$ cat src/rtl/cpu_ctrl_pkg.sv
// rtl/cpu_ctrl_pkg.sv - opcode map, state/class enums and strobe bit indices for the control sequencer
package cpu_ctrl_pkg;

   localparam logic [4:0] OP_LD   = 5'b00000;
   localparam logic [4:0] OP_LDI  = 5'b00001;
   localparam logic [4:0] OP_ST   = 5'b00010;
   localparam logic [4:0] OP_ADD  = 5'b00011;
   localparam logic [4:0] OP_ROL  = 5'b01011;
   localparam logic [4:0] OP_ADDI = 5'b01100;
   localparam logic [4:0] OP_ORI  = 5'b01110;
   localparam logic [4:0] OP_MUL  = 5'b01111;
   localparam logic [4:0] OP_DIV  = 5'b10000;
   localparam logic [4:0] OP_NEG  = 5'b10001;
   localparam logic [4:0] OP_NOT  = 5'b10010;
   localparam logic [4:0] OP_BR   = 5'b10011;
   localparam logic [4:0] OP_JR   = 5'b10100;
   localparam logic [4:0] OP_JAL  = 5'b10101;
   localparam logic [4:0] OP_IN   = 5'b10110;
   localparam logic [4:0] OP_OUT  = 5'b10111;
   localparam logic [4:0] OP_MFHI = 5'b11000;
   localparam logic [4:0] OP_MFLO = 5'b11001;
   localparam logic [4:0] OP_NOP  = 5'b11010;
   localparam logic [4:0] OP_HALT = 5'b11011;

   typedef enum logic [3:0] {
      ST_HALTED, ST_T0, ST_T1, ST_T2, ST_T3, ST_T4, ST_T5, ST_T6, ST_T7
   } state_t;

   typedef enum logic [4:0] {
      CL_LD, CL_LDI, CL_ST, CL_ALU, CL_IMM, CL_MULDIV, CL_NEGNOT, CL_BR,
      CL_JR, CL_JAL, CL_IN, CL_OUT, CL_MFHI, CL_MFLO, CL_NOP, CL_HALT, CL_ILLEGAL
   } op_class_t;

   // bus_drive bit positions
   localparam int BD_PC     = 7;
   localparam int BD_ZHI    = 6;
   localparam int BD_ZLO    = 5;
   localparam int BD_MDR    = 4;
   localparam int BD_HI     = 3;
   localparam int BD_LO     = 2;
   localparam int BD_INPORT = 1;
   localparam int BD_C      = 0;

   // reg_sel bit positions
   localparam int RS_GRA   = 5;
   localparam int RS_GRB   = 4;
   localparam int RS_GRC   = 3;
   localparam int RS_RIN   = 2;
   localparam int RS_ROUT  = 1;
   localparam int RS_BAOUT = 0;

   // reg_load bit positions (bit 0 is a spare that stays low)
   localparam int RL_MARIN     = 12;
   localparam int RL_PCIN      = 11;
   localparam int RL_MDRIN     = 10;
   localparam int RL_IRIN      = 9;
   localparam int RL_YIN       = 8;
   localparam int RL_ZIN       = 7;
   localparam int RL_HIIN      = 6;
   localparam int RL_LOIN      = 5;
   localparam int RL_CONIN     = 4;
   localparam int RL_OUTPORTIN = 3;
   localparam int RL_R15IN     = 2;
   localparam int RL_INCPC     = 1;

endpackage

$ cat src/rtl/control_sequencer_if.sv
// rtl/control_sequencer_if.sv - control-unit to datapath/memory signal bundle
interface control_sequencer_if;
   logic        stop;
   logic [31:0] ir;
   logic        con_ff;
   logic        mem_done;
   logic [7:0]  bus_drive;
   logic [5:0]  reg_sel;
   logic [12:0] reg_load;
   logic        mem_rd;
   logic        mem_wr;
   logic [5:0]  operation;
   logic        run;
   logic        illegal;

   modport master (
      input  stop, ir, con_ff, mem_done,
      output bus_drive, reg_sel, reg_load, mem_rd, mem_wr, operation, run, illegal
   );

   modport slave (
      output stop, ir, con_ff, mem_done,
      input  bus_drive, reg_sel, reg_load, mem_rd, mem_wr, operation, run, illegal
   );
endinterface

$ cat src/rtl/opcode_class_decode.sv
// rtl/opcode_class_decode.sv - maps a 5-bit opcode onto its execute-sequence class
module opcode_class_decode
   import cpu_ctrl_pkg::*;
(
   input  logic [4:0] opcode,
   output op_class_t  op_class
);

   // Opcodes sharing a T3..T7 sequence collapse onto one class; anything above halt is illegal.
   always_comb begin
      op_class = CL_ILLEGAL;
      if (opcode == OP_LD)                              op_class = CL_LD;
      else if (opcode == OP_LDI)                        op_class = CL_LDI;
      else if (opcode == OP_ST)                         op_class = CL_ST;
      else if (opcode >= OP_ADD && opcode <= OP_ROL)    op_class = CL_ALU;
      else if (opcode >= OP_ADDI && opcode <= OP_ORI)   op_class = CL_IMM;
      else if (opcode == OP_MUL || opcode == OP_DIV)    op_class = CL_MULDIV;
      else if (opcode == OP_NEG || opcode == OP_NOT)    op_class = CL_NEGNOT;
      else if (opcode == OP_BR)                         op_class = CL_BR;
      else if (opcode == OP_JR)                         op_class = CL_JR;
      else if (opcode == OP_JAL)                        op_class = CL_JAL;
      else if (opcode == OP_IN)                         op_class = CL_IN;
      else if (opcode == OP_OUT)                        op_class = CL_OUT;
      else if (opcode == OP_MFHI)                       op_class = CL_MFHI;
      else if (opcode == OP_MFLO)                       op_class = CL_MFLO;
      else if (opcode == OP_NOP)                        op_class = CL_NOP;
      else if (opcode == OP_HALT)                       op_class = CL_HALT;
   end

endmodule

$ cat src/rtl/control_sequencer.sv
// rtl/control_sequencer.sv - hardwired T-state control unit for the Mini SRC single-bus CPU
module control_sequencer
   import cpu_ctrl_pkg::*;
(
   input  logic                clk,
   input  logic                clr,
   control_sequencer_if.master cs
);

   state_t      state;
   op_class_t   cls;
   logic [4:0]  opcode;
   logic [5:0]  op_ext;
   logic [7:0]  bd;
   logic [5:0]  rs;
   logic [12:0] rl;
   logic        rd;
   logic        wr;
   logic [5:0]  op;
   logic        ill;
   logic        unused_ir;

   assign opcode    = cs.ir[31:27];
   assign op_ext    = {1'b0, opcode};
   assign unused_ir = ^cs.ir[26:0];

   opcode_class_decode u_decode (
      .opcode   (opcode),
      .op_class (cls)
   );

   // T-state sequencing; only mem_done (T1/T6/T7) and stop (T0) hold or divert the walk.
   always_ff @(posedge clk) begin
      if (!clr) begin
         state <= ST_T0;
      end else begin
         case (state)
            ST_HALTED: state <= ST_HALTED;
            ST_T0:     state <= cs.stop ? ST_HALTED : ST_T1;
            ST_T1:     if (cs.mem_done) state <= ST_T2;
            ST_T2:     state <= ST_T3;
            ST_T3: begin
               case (cls)
                  CL_HALT: state <= ST_HALTED;
                  CL_JR, CL_IN, CL_OUT, CL_MFHI, CL_MFLO, CL_NOP, CL_ILLEGAL:
                     state <= ST_T0;
                  default: state <= ST_T4;
               endcase
            end
            ST_T4: begin
               case (cls)
                  CL_NEGNOT, CL_JAL: state <= ST_T0;
                  default:           state <= ST_T5;
               endcase
            end
            ST_T5: begin
               case (cls)
                  CL_ALU, CL_IMM, CL_LDI: state <= ST_T0;
                  default:                state <= ST_T6;
               endcase
            end
            ST_T6: begin
               case (cls)
                  CL_LD:   if (cs.mem_done) state <= ST_T7;
                  CL_ST:   state <= ST_T7;
                  default: state <= ST_T0;
               endcase
            end
            ST_T7: begin
               if (cls != CL_ST || cs.mem_done) state <= ST_T0;
            end
            default: state <= ST_T0;
         endcase
      end
   end

   // Strobe decode from state and opcode class; clr low or stop in T0 silences every strobe.
   always_comb begin
      bd  = '0;
      rs  = '0;
      rl  = '0;
      rd  = 1'b0;
      wr  = 1'b0;
      op  = '0;
      ill = 1'b0;
      case (state)
         ST_T0: begin
            if (!cs.stop) begin
               bd[BD_PC]    = 1'b1;
               rl[RL_MARIN] = 1'b1;
               rl[RL_INCPC] = 1'b1;
               rl[RL_ZIN]   = 1'b1;
            end
         end
         ST_T1: begin
            bd[BD_ZLO]   = 1'b1;
            rl[RL_PCIN]  = 1'b1;
            rl[RL_MDRIN] = 1'b1;
            rd           = 1'b1;
         end
         ST_T2: begin
            bd[BD_MDR]  = 1'b1;
            rl[RL_IRIN] = 1'b1;
         end
         ST_T3: begin
            case (cls)
               CL_ALU, CL_IMM: begin
                  rs[RS_GRB] = 1'b1; rs[RS_ROUT] = 1'b1; rl[RL_YIN] = 1'b1;
               end
               CL_LD, CL_LDI, CL_ST: begin
                  rs[RS_GRB] = 1'b1; rs[RS_BAOUT] = 1'b1; rl[RL_YIN] = 1'b1;
               end
               CL_MULDIV: begin
                  rs[RS_GRA] = 1'b1; rs[RS_ROUT] = 1'b1; rl[RL_YIN] = 1'b1;
               end
               CL_NEGNOT: begin
                  rs[RS_GRB] = 1'b1; rs[RS_ROUT] = 1'b1; rl[RL_ZIN] = 1'b1; op = op_ext;
               end
               CL_BR: begin
                  rs[RS_GRA] = 1'b1; rs[RS_ROUT] = 1'b1; rl[RL_CONIN] = 1'b1;
               end
               CL_JR: begin
                  rs[RS_GRA] = 1'b1; rs[RS_ROUT] = 1'b1; rl[RL_PCIN] = 1'b1;
               end
               CL_JAL: begin
                  bd[BD_PC] = 1'b1; rl[RL_R15IN] = 1'b1;
               end
               CL_IN: begin
                  bd[BD_INPORT] = 1'b1; rs[RS_GRA] = 1'b1; rs[RS_RIN] = 1'b1;
               end
               CL_OUT: begin
                  rs[RS_GRA] = 1'b1; rs[RS_ROUT] = 1'b1; rl[RL_OUTPORTIN] = 1'b1;
               end
               CL_MFHI: begin
                  bd[BD_HI] = 1'b1; rs[RS_GRA] = 1'b1; rs[RS_RIN] = 1'b1;
               end
               CL_MFLO: begin
                  bd[BD_LO] = 1'b1; rs[RS_GRA] = 1'b1; rs[RS_RIN] = 1'b1;
               end
               CL_ILLEGAL: ill = 1'b1;
               default: ;
            endcase
         end
         ST_T4: begin
            case (cls)
               CL_ALU: begin
                  rs[RS_GRC] = 1'b1; rs[RS_ROUT] = 1'b1; rl[RL_ZIN] = 1'b1; op = op_ext;
               end
               CL_IMM: begin
                  bd[BD_C] = 1'b1; rl[RL_ZIN] = 1'b1; op = op_ext;
               end
               CL_LD, CL_LDI, CL_ST: begin
                  bd[BD_C] = 1'b1; rl[RL_ZIN] = 1'b1; op = {1'b0, OP_ADD};
               end
               CL_MULDIV: begin
                  rs[RS_GRB] = 1'b1; rs[RS_ROUT] = 1'b1; rl[RL_ZIN] = 1'b1; op = op_ext;
               end
               CL_NEGNOT: begin
                  bd[BD_ZLO] = 1'b1; rs[RS_GRA] = 1'b1; rs[RS_RIN] = 1'b1;
               end
               CL_BR: begin
                  bd[BD_PC] = 1'b1; rl[RL_YIN] = 1'b1;
               end
               CL_JAL: begin
                  rs[RS_GRA] = 1'b1; rs[RS_ROUT] = 1'b1; rl[RL_PCIN] = 1'b1;
               end
               default: ;
            endcase
         end
         ST_T5: begin
            case (cls)
               CL_ALU, CL_IMM, CL_LDI: begin
                  bd[BD_ZLO] = 1'b1; rs[RS_GRA] = 1'b1; rs[RS_RIN] = 1'b1;
               end
               CL_LD, CL_ST: begin
                  bd[BD_ZLO] = 1'b1; rl[RL_MARIN] = 1'b1;
               end
               CL_MULDIV: begin
                  bd[BD_ZLO] = 1'b1; rl[RL_LOIN] = 1'b1;
               end
               CL_BR: begin
                  bd[BD_C] = 1'b1; rl[RL_ZIN] = 1'b1; op = {1'b0, OP_ADD};
               end
               default: ;
            endcase
         end
         ST_T6: begin
            case (cls)
               CL_LD: begin
                  rd = 1'b1; rl[RL_MDRIN] = 1'b1;
               end
               CL_ST: begin
                  rs[RS_GRA] = 1'b1; rs[RS_ROUT] = 1'b1; rl[RL_MDRIN] = 1'b1;
               end
               CL_MULDIV: begin
                  bd[BD_ZHI] = 1'b1; rl[RL_HIIN] = 1'b1;
               end
               CL_BR: begin
                  bd[BD_ZLO] = 1'b1; rl[RL_PCIN] = cs.con_ff;
               end
               default: ;
            endcase
         end
         ST_T7: begin
            case (cls)
               CL_LD: begin
                  bd[BD_MDR] = 1'b1; rs[RS_GRA] = 1'b1; rs[RS_RIN] = 1'b1;
               end
               CL_ST: wr = 1'b1;
               default: ;
            endcase
         end
         default: ;
      endcase
      if (!clr) begin
         bd  = '0;
         rs  = '0;
         rl  = '0;
         rd  = 1'b0;
         wr  = 1'b0;
         op  = '0;
         ill = 1'b0;
      end
   end

   assign cs.bus_drive = bd;
   assign cs.reg_sel   = rs;
   assign cs.reg_load  = rl;
   assign cs.mem_rd    = rd;
   assign cs.mem_wr    = wr;
   assign cs.operation = op;
   assign cs.illegal   = ill;
   assign cs.run       = (state != ST_HALTED);

endmodule

$ cat src/flat_wrapper.sv
// flat-port wrapper written by rule: the top's interface ports become plain ports
module control_sequencer_flat import cpu_ctrl_pkg::*;
  (clk, clr, cs_stop, cs_ir, cs_con_ff, cs_mem_done, cs_bus_drive, cs_reg_sel, cs_reg_load, cs_mem_rd, cs_mem_wr, cs_operation, cs_run, cs_illegal);
  control_sequencer_if cs_i ();
  input  logic clk;
  input  logic clr;
  input wire logic [$bits(cs_i.stop)-1:0] cs_stop;
  input wire logic [$bits(cs_i.ir)-1:0] cs_ir;
  input wire logic [$bits(cs_i.con_ff)-1:0] cs_con_ff;
  input wire logic [$bits(cs_i.mem_done)-1:0] cs_mem_done;
  output wire logic [$bits(cs_i.bus_drive)-1:0] cs_bus_drive;
  output wire logic [$bits(cs_i.reg_sel)-1:0] cs_reg_sel;
  output wire logic [$bits(cs_i.reg_load)-1:0] cs_reg_load;
  output wire logic [$bits(cs_i.mem_rd)-1:0] cs_mem_rd;
  output wire logic [$bits(cs_i.mem_wr)-1:0] cs_mem_wr;
  output wire logic [$bits(cs_i.operation)-1:0] cs_operation;
  output wire logic [$bits(cs_i.run)-1:0] cs_run;
  output wire logic [$bits(cs_i.illegal)-1:0] cs_illegal;
  assign cs_i.stop = cs_stop;
  assign cs_i.ir = cs_ir;
  assign cs_i.con_ff = cs_con_ff;
  assign cs_i.mem_done = cs_mem_done;
  assign cs_bus_drive = cs_i.bus_drive;
  assign cs_reg_sel = cs_i.reg_sel;
  assign cs_reg_load = cs_i.reg_load;
  assign cs_mem_rd = cs_i.mem_rd;
  assign cs_mem_wr = cs_i.mem_wr;
  assign cs_operation = cs_i.operation;
  assign cs_run = cs_i.run;
  assign cs_illegal = cs_i.illegal;
  control_sequencer u_core (.clk(clk), .clr(clr), .cs(cs_i));
endmodule
$ cat config.mk
export PLATFORM = sky130hd
export DESIGN_NAME = control_sequencer_flat
export DESIGN_NICKNAME = d
export VERILOG_FILES = /design/src/rtl/cpu_ctrl_pkg.sv /design/src/rtl/control_sequencer_if.sv /design/src/rtl/opcode_class_decode.sv /design/src/rtl/control_sequencer.sv /design/src/flat_wrapper.sv
export SDC_FILE = /design/constraint.sdc
export NUM_CORES = 1
export LEC_CHECK = 0
export ABC_AREA = 1
export ABC_CLOCK_PERIOD_IN_PS = 3300
export CELL_PAD_IN_SITES_DETAIL_PLACEMENT = 1
export CELL_PAD_IN_SITES_GLOBAL_PLACEMENT = 1
export CORE_ASPECT_RATIO = 0.75
export CORE_UTILIZATION = 24
export CTS_BUF_LIST = sky130_fd_sc_hd__clkbuf_8
export DETAILED_ROUTE_END_ITERATION = 6
export PLACE_DENSITY_LB_ADDON = 0.08
export REMOVE_ABC_BUFFERS = 1
export SYNTH_ARGS = -nofsm -noshare
export SYNTH_HDL_FRONTEND = slang
export SYNTH_SLANG_ARGS = --single-unit
$ cat constraint.sdc
create_clock -name clk -period 3.3 [get_ports clk]
set_input_delay 0.99 -clock clk [delete_from_list [all_inputs] [get_ports clk]]
set_output_delay 0.99 -clock clk [all_outputs]
set_load 0.02 [all_outputs]
==> metrics.txt, run 1 <==
# TYPE chip_impl_metric gauge
chip_impl_metric{name="die_height",unit="µm"} 63.62
chip_impl_metric{name="remaining_drc_errors",unit=""} 15
chip_impl_metric{name="fin_worst_skew",unit="ns"} 0.004142
chip_impl_metric{name="grt_antenna_before_repair",unit=""} 0
chip_impl_info{name="cts_root_buf",value="sky130_fd_sc_hd__clkbuf_8"} 1
chip_impl_metric{name="post-dp-hpwl",unit="mm"} 4.324
chip_impl_metric{name="worst_setup_hold_path_clk_slew",unit="ns"} 0.03
chip_impl_metric{name="synth_compound_area_frac",unit=""} 0.1648
chip_impl_metric{name="area_growth_syn_to_layout",unit="%"} 102.5
chip_impl_metric{name="port_buffers",unit=""} 44
chip_impl_info{name="status",value="complete, but fails checks"} 1
chip_impl_metric{name="p_per_area",unit="nW/µm²"} 212.4
chip_impl_metric{name="setup.reg_to_reg.worst_slack",unit="ns"} 1.55
chip_impl_metric{name="synth.distinct_cells",unit=""} 35
chip_impl_info{name="layout_top_registers",value="u_core.state x4"} 1
chip_impl_metric{name="drt_initial_violations",unit=""} 93
chip_impl_metric{name="fin_nets",unit=""} 363
chip_impl_metric{name="ys_ff_latch",unit=""} 4
chip_impl_metric{name="power.ir.vdd_worst",unit="mV"} 0.1026
chip_impl_metric{name="placed_cells_incl_taps",unit=""} 365
chip_impl_metric{name="whs_path_cells",unit=""} 2
chip_impl_info{name="top_register",value="u_core.state"} 1
chip_impl_info{name="start_kind",value="input pin"} 1
chip_impl_info{name="grt_setup_unrepaired",value="true"} 1
chip_impl_metric{name="max-cap-violations",unit=""} 0
chip_impl_metric{name="die_width",unit="µm"} 84.16
chip_impl_metric{name="cts-hold-fix-buffers",unit=""} 0
chip_impl_metric{name="final_util",unit=""} 0.5049
chip_impl_metric{name="final-instance-count-excl-fill",unit=""} 384
chip_impl_metric{name="first_pass_iters",unit=""} 6
chip_impl_metric{name="routedWlPerCell",unit="µm"} 16.45
chip_impl_metric{name="total_wire_length_after_detailed_routing",unit="mm"} 6.318
chip_impl_metric{name="timing.final.crit_period",unit="ns"} 3.320
chip_impl_metric{name="synthesis.yosys.warnings",unit=""} 0
chip_impl_metric{name="global_route_overflow",unit=""} 0
chip_impl_metric{name="core-area",unit="µm²"} 4872
chip_impl_info{name="synth_top_family_by_area",value="simple AND/OR/NAND/NOR gates"} 1
chip_impl_metric{name="totalPowerFinal",unit="µW"} 522.6
chip_impl_metric{name="cts.path.max_buffers",unit=""} 2
chip_impl_metric{name="synth-simple-area-share",unit=""} 0.6004
chip_impl_metric{name="number_of_slew_limit_violations_in_the_final_report",unit=""} 0
chip_impl_info{name="min-delay-start",value="u_core.state[0]$_SDFFE_PN1P_"} 1
chip_impl_info{name="cts_tree",value="built"} 1
chip_impl_metric{name="yosys.area_share.xor_xnor",unit=""} 0
chip_impl_metric{name="adder_cell_share_of_the_synthesized_area",unit=""} 0
chip_impl_metric{name="post_route_cells_drive_above_1_share",unit=""} 0.5648
chip_impl_metric{name="row_count",unit=""} 22
chip_impl_metric{name="setup_ws",unit="ns"} -0.02003
chip_impl_metric{name="arrival",unit="ns"} 2.33
chip_impl_metric{name="initial_utilization",unit=""} 0.2494
chip_impl_metric{name="grt_pass1_vias",unit=""} 1848
chip_impl_metric{name="worst-r2r-cell-count",unit=""} 8
chip_impl_info{name="violations",value="DRC, setup timing"} 1
chip_impl_metric{name="report.final.setup_viol",unit=""} 2
chip_impl_metric{name="synth.avg_cell_area",unit="µm²"} 5.599
chip_impl_metric{name="num-fill-cells",unit=""} 641
chip_impl_metric{name="vias_per_cell",unit=""} 4.844
chip_impl_metric{name="final-hold-violation-count",unit=""} 0
chip_impl_metric{name="num_antenna_cells",unit=""} 0
chip_impl_metric{name="path_max_fanout",unit=""} 5
chip_impl_metric{name="worstSkewPairLatency",unit="ns"} 0.22
chip_impl_info{name="cp-end-kind",value="primary output"} 1
chip_impl_metric{name="synthesis.area",unit="µm²"} 1215
chip_impl_metric{name="first_pass_grt_wire_length",unit="mm"} 9.473
chip_impl_info{name="min_to",value="u_core.state[0]$_SDFFE_PN1P_"} 1
chip_impl_metric{name="antenna_left",unit=""} 0
chip_impl_metric{name="gp_congestion",unit=""} 0.8384
chip_impl_metric{name="die_area",unit="µm²"} 5354
chip_impl_info{name="regToRegEndpoint",value="u_core.state[3]$_SDFFE_PN0P_"} 1
chip_impl_metric{name="crit_share_post_route",unit=""} 1.006
chip_impl_metric{name="cp_data_required_time",unit="ns"} 2.31
chip_impl_info{name="crit_type",value="in -> out"} 1
chip_impl_metric{name="grt_start_max_net_pins",unit=""} 22
chip_impl_metric{name="leakage_power",unit="µW"} 0.001175
chip_impl_metric{name="clock.fmax",unit="MHz"} 301.2
chip_impl_metric{name="max_ffs_per_register",unit=""} 4
chip_impl_metric{name="post_synth_inst_count",unit=""} 217
chip_impl_info{name="hold_path.class",value="reg -> reg"} 1
chip_impl_metric{name="num_vias",unit=""} 1860
chip_impl_metric{name="htree_levels",unit=""} 1
chip_impl_metric{name="sequential_cell_area_fraction_in_the_yosys_report",unit=""} 0.06591
chip_impl_metric{name="top_level_ports",unit=""} 74
chip_impl_metric{name="track_usage",unit=""} 0.2245
chip_impl_metric{name="cts_made_buffers",unit=""} 3
chip_impl_info{name="r2r_path_start",value="u_core.state[1]$_SDFFE_PN0P_"} 1
chip_impl_metric{name="yosys-mux-area-fraction",unit=""} 0
chip_impl_metric{name="setup_tns",unit="ns"} -0.02809
chip_impl_metric{name="clock_sinks",unit=""} 4
## how the worst max path moves through the flow
stage	end	start	depth (start not counted)
after floorplan	cs_bus_drive[6]	cs_ir[31]	5
after global placement	cs_reg_sel[5]	cs_ir[28]	12
after detailed placement	cs_reg_sel[5]	cs_ir[28]	11
after CTS	cs_reg_sel[5]	cs_ir[30]	12
after global routing	cs_reg_sel[5]	cs_ir[27]	12
final	cs_reg_sel[1]	cs_ir[31]	10
## cell usage after synthesis, drive strengths merged
library cell  count  area [µm²]
clkbuf            2       7.510
conb              1       3.750
clkinv            1       3.750
o21ai            10       50.04
and3              1       6.260
inv              38       150.1
o2111ai           1       8.760
o22ai             3       25.02
a21oi            15       82.58
dfxtp             4       80.08
nand2            46       217.7
buf               6       40.04
nor4              4       31.28
nor3             10       50.05
o21a              1       7.510
a31oi             3       18.77
nor2             44       215.2
o31ai             1       7.510
nand4             6       58.80
nand3            20       150.1
## critical path, stage by stage
cell and delay (ns):
sky130_fd_sc_hd__buf_4 0.14, sky130_fd_sc_hd__inv_6 0.08, sky130_fd_sc_hd__buf_4 0.12, sky130_fd_sc_hd__nand3_4 0.12
sky130_fd_sc_hd__buf_4 0.16, sky130_fd_sc_hd__buf_4 0.13, sky130_fd_sc_hd__nand3_1 0.08, sky130_fd_sc_hd__a21oi_1 0.07
sky130_fd_sc_hd__a21oi_1 0.24, sky130_fd_sc_hd__buf_4 0.19
## power breakdown
part,internal (µW),switching [µW]
logic,143,207
registers,56.0,10.1
clock network,78.0,28.1
## repair_timing
action	in CTS	in global routing
setup endpoints to repair	34	28
buffers inserted	12	5
pin swaps	12	23
resized for setup	176	64
## cell type report
type | instances | area, µm² | share of cell area
multi-input cells | 167 | 1184 | 0.4812
repair buffers | 111 | 885.9 | 0.3601
inverters | 39 | 193.9 | 0.07884
flip-flops and latches | 4 | 80.08 | 0.03255
well taps | 60 | 75.07 | 0.03052
clock buffers | 3 | 41.29 | 0.01679
## cells by family after synthesis
logic type	after synthesis
compound gates	34
buf+inv	47
other cells	1
simple gates	131
flops	4
## layer usage
layer	part of all wire	wire, µm	global-route usage
met5	0	0	0
met1	0.45	2843	0.3078
met2	0.48	3052	0.3791
met4	0.0093	59	0.02802
met3	0.057	362	0.03539
## per-stage QoR
stage	hold WS [ns]	cell area (µm²)	worst slack (ns)
floorplan	0.5274	1171	-0.04750
global placement	0.5796	2069	-0.8568
detailed placement	0.6044	2069	-0.8802
CTS	0.6095	2225	-0.08393
global route	0.6772	2460	-0.08437
finish	0.6112	2460	-0.02003
## cell usage in the layout, fill, tap and decap left out, drive strengths merged, types with 4 or more instances in the layout
cell	instances
nand3	20
nand4	6
a21oi	15
clkbuf	5
nand2	46
dlygate4sd2	6
clkdlybuf4s50	4
buf	95
nor2	44
nor4	4
inv	37
o21ai	10
nor3	10
dfxtp	4
Note: power is estimated with default switching activity, not from simulation.
==> run 2, diff against run 1 <==
Settings changed: ABC_CLOCK_PERIOD_IN_PS 3300 to 2900, CORE_UTILIZATION 24 to 22.
Clock period 3.3 ns to 2.9 ns, I/O delays scaled along.
==> run 2 against run 1 <==
- the flow finishes with violations (setup timing)
- sequential share of layout area decreased by 0.35 points
- power increased by 22%
- design area increased by 12%
- non-clock buffer count increased by 18
- clock-buffer cell count unchanged
- via count increased by 4.7%
- worst hold slack improved by 0.0037 ns
- final cell count increased by 8.6%
- flip-flop and latch count unchanged
- die area increased by 8.8%
- global-route usage increased by 0.11 points
- first-iteration DRC count decreased by 52%
- critical endpoint is now cs_reg_sel[5]
- highest routed layer unchanged
==> metrics.txt, run 2 (same netlist as run 1, synthesis figures left out) <==
# TYPE chip_impl_metric gauge
chip_impl_info{name="layout.cells.most_common_list",value="87 x sky130_fd_sc_hd__buf_4, 26 x sky130_fd_sc_hd__nand2_1, 22 x sky130_fd_sc_hd__buf_6"} 1
chip_impl_metric{name="die_area",unit="µm²"} 5827
chip_impl_metric{name="max-cap-violations",unit=""} 0
chip_impl_metric{name="die_width",unit="µm"} 87.81
chip_impl_metric{name="arrival",unit="ns"} 2.31
chip_impl_metric{name="cts-hold-fix-buffers",unit=""} 0
chip_impl_metric{name="top_level_ports",unit=""} 74
chip_impl_metric{name="first_pass_iters",unit=""} 4
chip_impl_info{name="start_kind",value="input pin"} 1
chip_impl_info{name="crit_type",value="in -> out"} 1
chip_impl_metric{name="power.ir.vdd_worst",unit="mV"} 0.2450
chip_impl_metric{name="vias_per_cell",unit=""} 4.669
chip_impl_info{name="cts_root_buf",value="sky130_fd_sc_hd__clkbuf_8"} 1
chip_impl_metric{name="global_route_overflow",unit=""} 0
chip_impl_metric{name="total_non_filler_cell_area_in_the_finished_layout",unit="µm²"} 2754
chip_impl_metric{name="track_usage",unit=""} 0.2256
chip_impl_info{name="grt_setup_unrepaired",value="true"} 1
chip_impl_metric{name="max_ffs_per_register",unit=""} 4
chip_impl_metric{name="worstSkewPairLatency",unit="ns"} 0.22
chip_impl_metric{name="clock.fmax",unit="MHz"} 314.7
chip_impl_metric{name="grt_start_max_net_pins",unit=""} 22
chip_impl_metric{name="die_height",unit="µm"} 66.36
chip_impl_metric{name="antenna_left",unit=""} 0
chip_impl_metric{name="path_max_fanout",unit=""} 4
chip_impl_metric{name="initial_utilization",unit=""} 0.2282
chip_impl_metric{name="gr-usage-met3",unit=""} 0.01623
chip_impl_info{name="layout_top_registers",value="u_core.state x4"} 1
chip_impl_metric{name="worst_setup_hold_path_clk_slew",unit="ns"} 0.03
chip_impl_metric{name="port_buffers",unit=""} 44
chip_impl_metric{name="post_route_cells_drive_above_1_share",unit=""} 0.6433
chip_impl_metric{name="final-hold-violation-count",unit=""} 0
chip_impl_metric{name="core-area",unit="µm²"} 5324
chip_impl_info{name="cts_tree",value="built"} 1
chip_impl_metric{name="report.final.setup_viol",unit=""} 15
chip_impl_metric{name="timing.final.crit_period",unit="ns"} 3.177
chip_impl_metric{name="setup_ws",unit="ns"} -0.2772
chip_impl_info{name="cp-end-kind",value="primary output"} 1
chip_impl_metric{name="number_of_slew_limit_violations_in_the_final_report",unit=""} 0
chip_impl_info{name="grt_most_used_layer",value="met2"} 1
chip_impl_metric{name="clock_sinks",unit=""} 4
chip_impl_metric{name="num_antenna_cells",unit=""} 0
chip_impl_metric{name="num-fill-cells",unit=""} 669
chip_impl_metric{name="htree_levels",unit=""} 1
chip_impl_metric{name="area_growth_syn_to_layout",unit="%"} 126.7
chip_impl_metric{name="grt_antenna_before_repair",unit=""} 0
chip_impl_metric{name="grt_util_met2",unit=""} 0.3731
chip_impl_metric{name="placed_cells_incl_taps",unit=""} 391
chip_impl_metric{name="drt_initial_violations",unit=""} 45
chip_impl_metric{name="row_count",unit=""} 23
chip_impl_metric{name="dp_worst_setup_slack",unit="ns"} -1.101
chip_impl_info{name="layout_commonest_cell",value="sky130_fd_sc_hd__buf_4"} 1
chip_impl_metric{name="post-dp-hpwl",unit="mm"} 4.731
chip_impl_metric{name="first_pass_grt_wire_length",unit="mm"} 9.922
chip_impl_metric{name="dpl_cell_area",unit="µm²"} 2183
chip_impl_metric{name="final-instance-count-excl-fill",unit=""} 417
chip_impl_metric{name="grt_pass1_vias",unit=""} 1920
chip_impl_metric{name="remaining_drc_errors",unit=""} 0
chip_impl_metric{name="fin_nets",unit=""} 381
chip_impl_metric{name="crit_share_post_route",unit=""} 1.096
chip_impl_metric{name="cp_data_required_time",unit="ns"} 2.03
chip_impl_metric{name="grtUsageMet1",unit=""} 0.3257
chip_impl_metric{name="cts_made_buffers",unit=""} 3
chip_impl_metric{name="total_wire_length_after_detailed_routing",unit="mm"} 6.822
chip_impl_info{name="hold_path.class",value="reg -> reg"} 1
chip_impl_metric{name="gp_congestion",unit=""} 0.8291
chip_impl_metric{name="num_vias",unit=""} 1947
chip_impl_metric{name="final_util",unit=""} 0.5173
chip_impl_metric{name="fin_worst_skew",unit="ns"} 0.004766
chip_impl_metric{name="routedWlPerCell",unit="µm"} 16.36
chip_impl_metric{name="cts.path.max_buffers",unit=""} 2
chip_impl_info{name="top_register",value="u_core.state"} 1
chip_impl_info{name="status",value="complete, but fails checks"} 1
chip_impl_metric{name="p_per_area",unit="nW/µm²"} 231.3
chip_impl_info{name="violations",value="setup timing"} 1
chip_impl_metric{name="leakage_power",unit="µW"} 0.001283
-- run 2: changes by cell type in the layout (fill, tap and decap cells not counted), sizes merged --
cell           change
dlymetal6s2s       -1
buf               +24
dlygate4sd2        -5
clkbuf             +1
clkdlybuf4s15      -1
-- run 2: stage by stage --
stage | power, µW | hold WS (ns) | TNS [ns]
after floorplan | 247.9 | 0.5274 | -0.6959
after global placement | 424.7 | 0.5847 | -30.13
after detailed placement | 427.9 | 0.6041 | -30.93
after CTS | 590.0 | 0.6103 | -1.168
after global routing | 680.1 | 0.6671 | -2.912
final | 637.1 | 0.6149 | -1.394
-- run 2: path summary, 6_finish.rpt --
check / from / endpoint / slack [ns] / depth (start not counted)
hold / removal: u_core.state[0]$_SDFFE_PN1P_ / u_core.state[0]$_SDFFE_PN1P_ / 0.61 / 2
setup reg to reg: u_core.state[0]$_SDFFE_PN1P_ / u_core.state[1]$_SDFFE_PN0P_ / 1.16 / 9
hold reg to reg: u_core.state[0]$_SDFFE_PN1P_ / u_core.state[0]$_SDFFE_PN1P_ / 0.61 / 2
setup / recovery: cs_ir[29] / cs_reg_sel[5] / -0.28 / 13
-- run 2: what timing repair did --
| item | in CTS | in global routing |
|---|---|---|
| buffers inserted | 16 | 9 |
| endpoints found under the setup margin | 34 | 32 |
| pin swaps | 24 | 20 |
| gates resized for setup | 233 | 73 |
-- run 2: report_power, final --
group / switching (µW) / total, µW / internal, µW
clock: 29.7 / 118 / 88.6
sequential: 11.1 / 74.8 / 63.7
combinational: 251 / 444 / 193
-- run 2: layout make-up --
class,instances,area (µm²),share of cell area
well taps,75,93.84,0.03408
multi-input cells,167,1262,0.4584
flip-flops and latches,4,80.08,0.02908
clock buffers,3,41.29,0.01499
repair buffers,129,1085,0.3939
inverters,39,191.4,0.06951
-- run 2: critical path, cell delays in order --
cell                      delay [ns]
sky130_fd_sc_hd__buf_8          0.11
sky130_fd_sc_hd__inv_6          0.05
sky130_fd_sc_hd__buf_6          0.11
sky130_fd_sc_hd__nand2_8        0.08
sky130_fd_sc_hd__nor2_4         0.11
sky130_fd_sc_hd__nand2_2        0.10
sky130_fd_sc_hd__nand2_4        0.10
sky130_fd_sc_hd__nor2_4         0.04
sky130_fd_sc_hd__a21oi_2        0.18
sky130_fd_sc_hd__nand2_1        0.08
sky130_fd_sc_hd__o21ai_1        0.20
sky130_fd_sc_hd__a21oi_1        0.10
sky130_fd_sc_hd__buf_4          0.17
-- run 2: layer usage --
metal	wire length, µm	up-vias
li1	-	956
met1	3320	933
met2	3177	47
met3	204	11
met4	120	0
met5	0	-
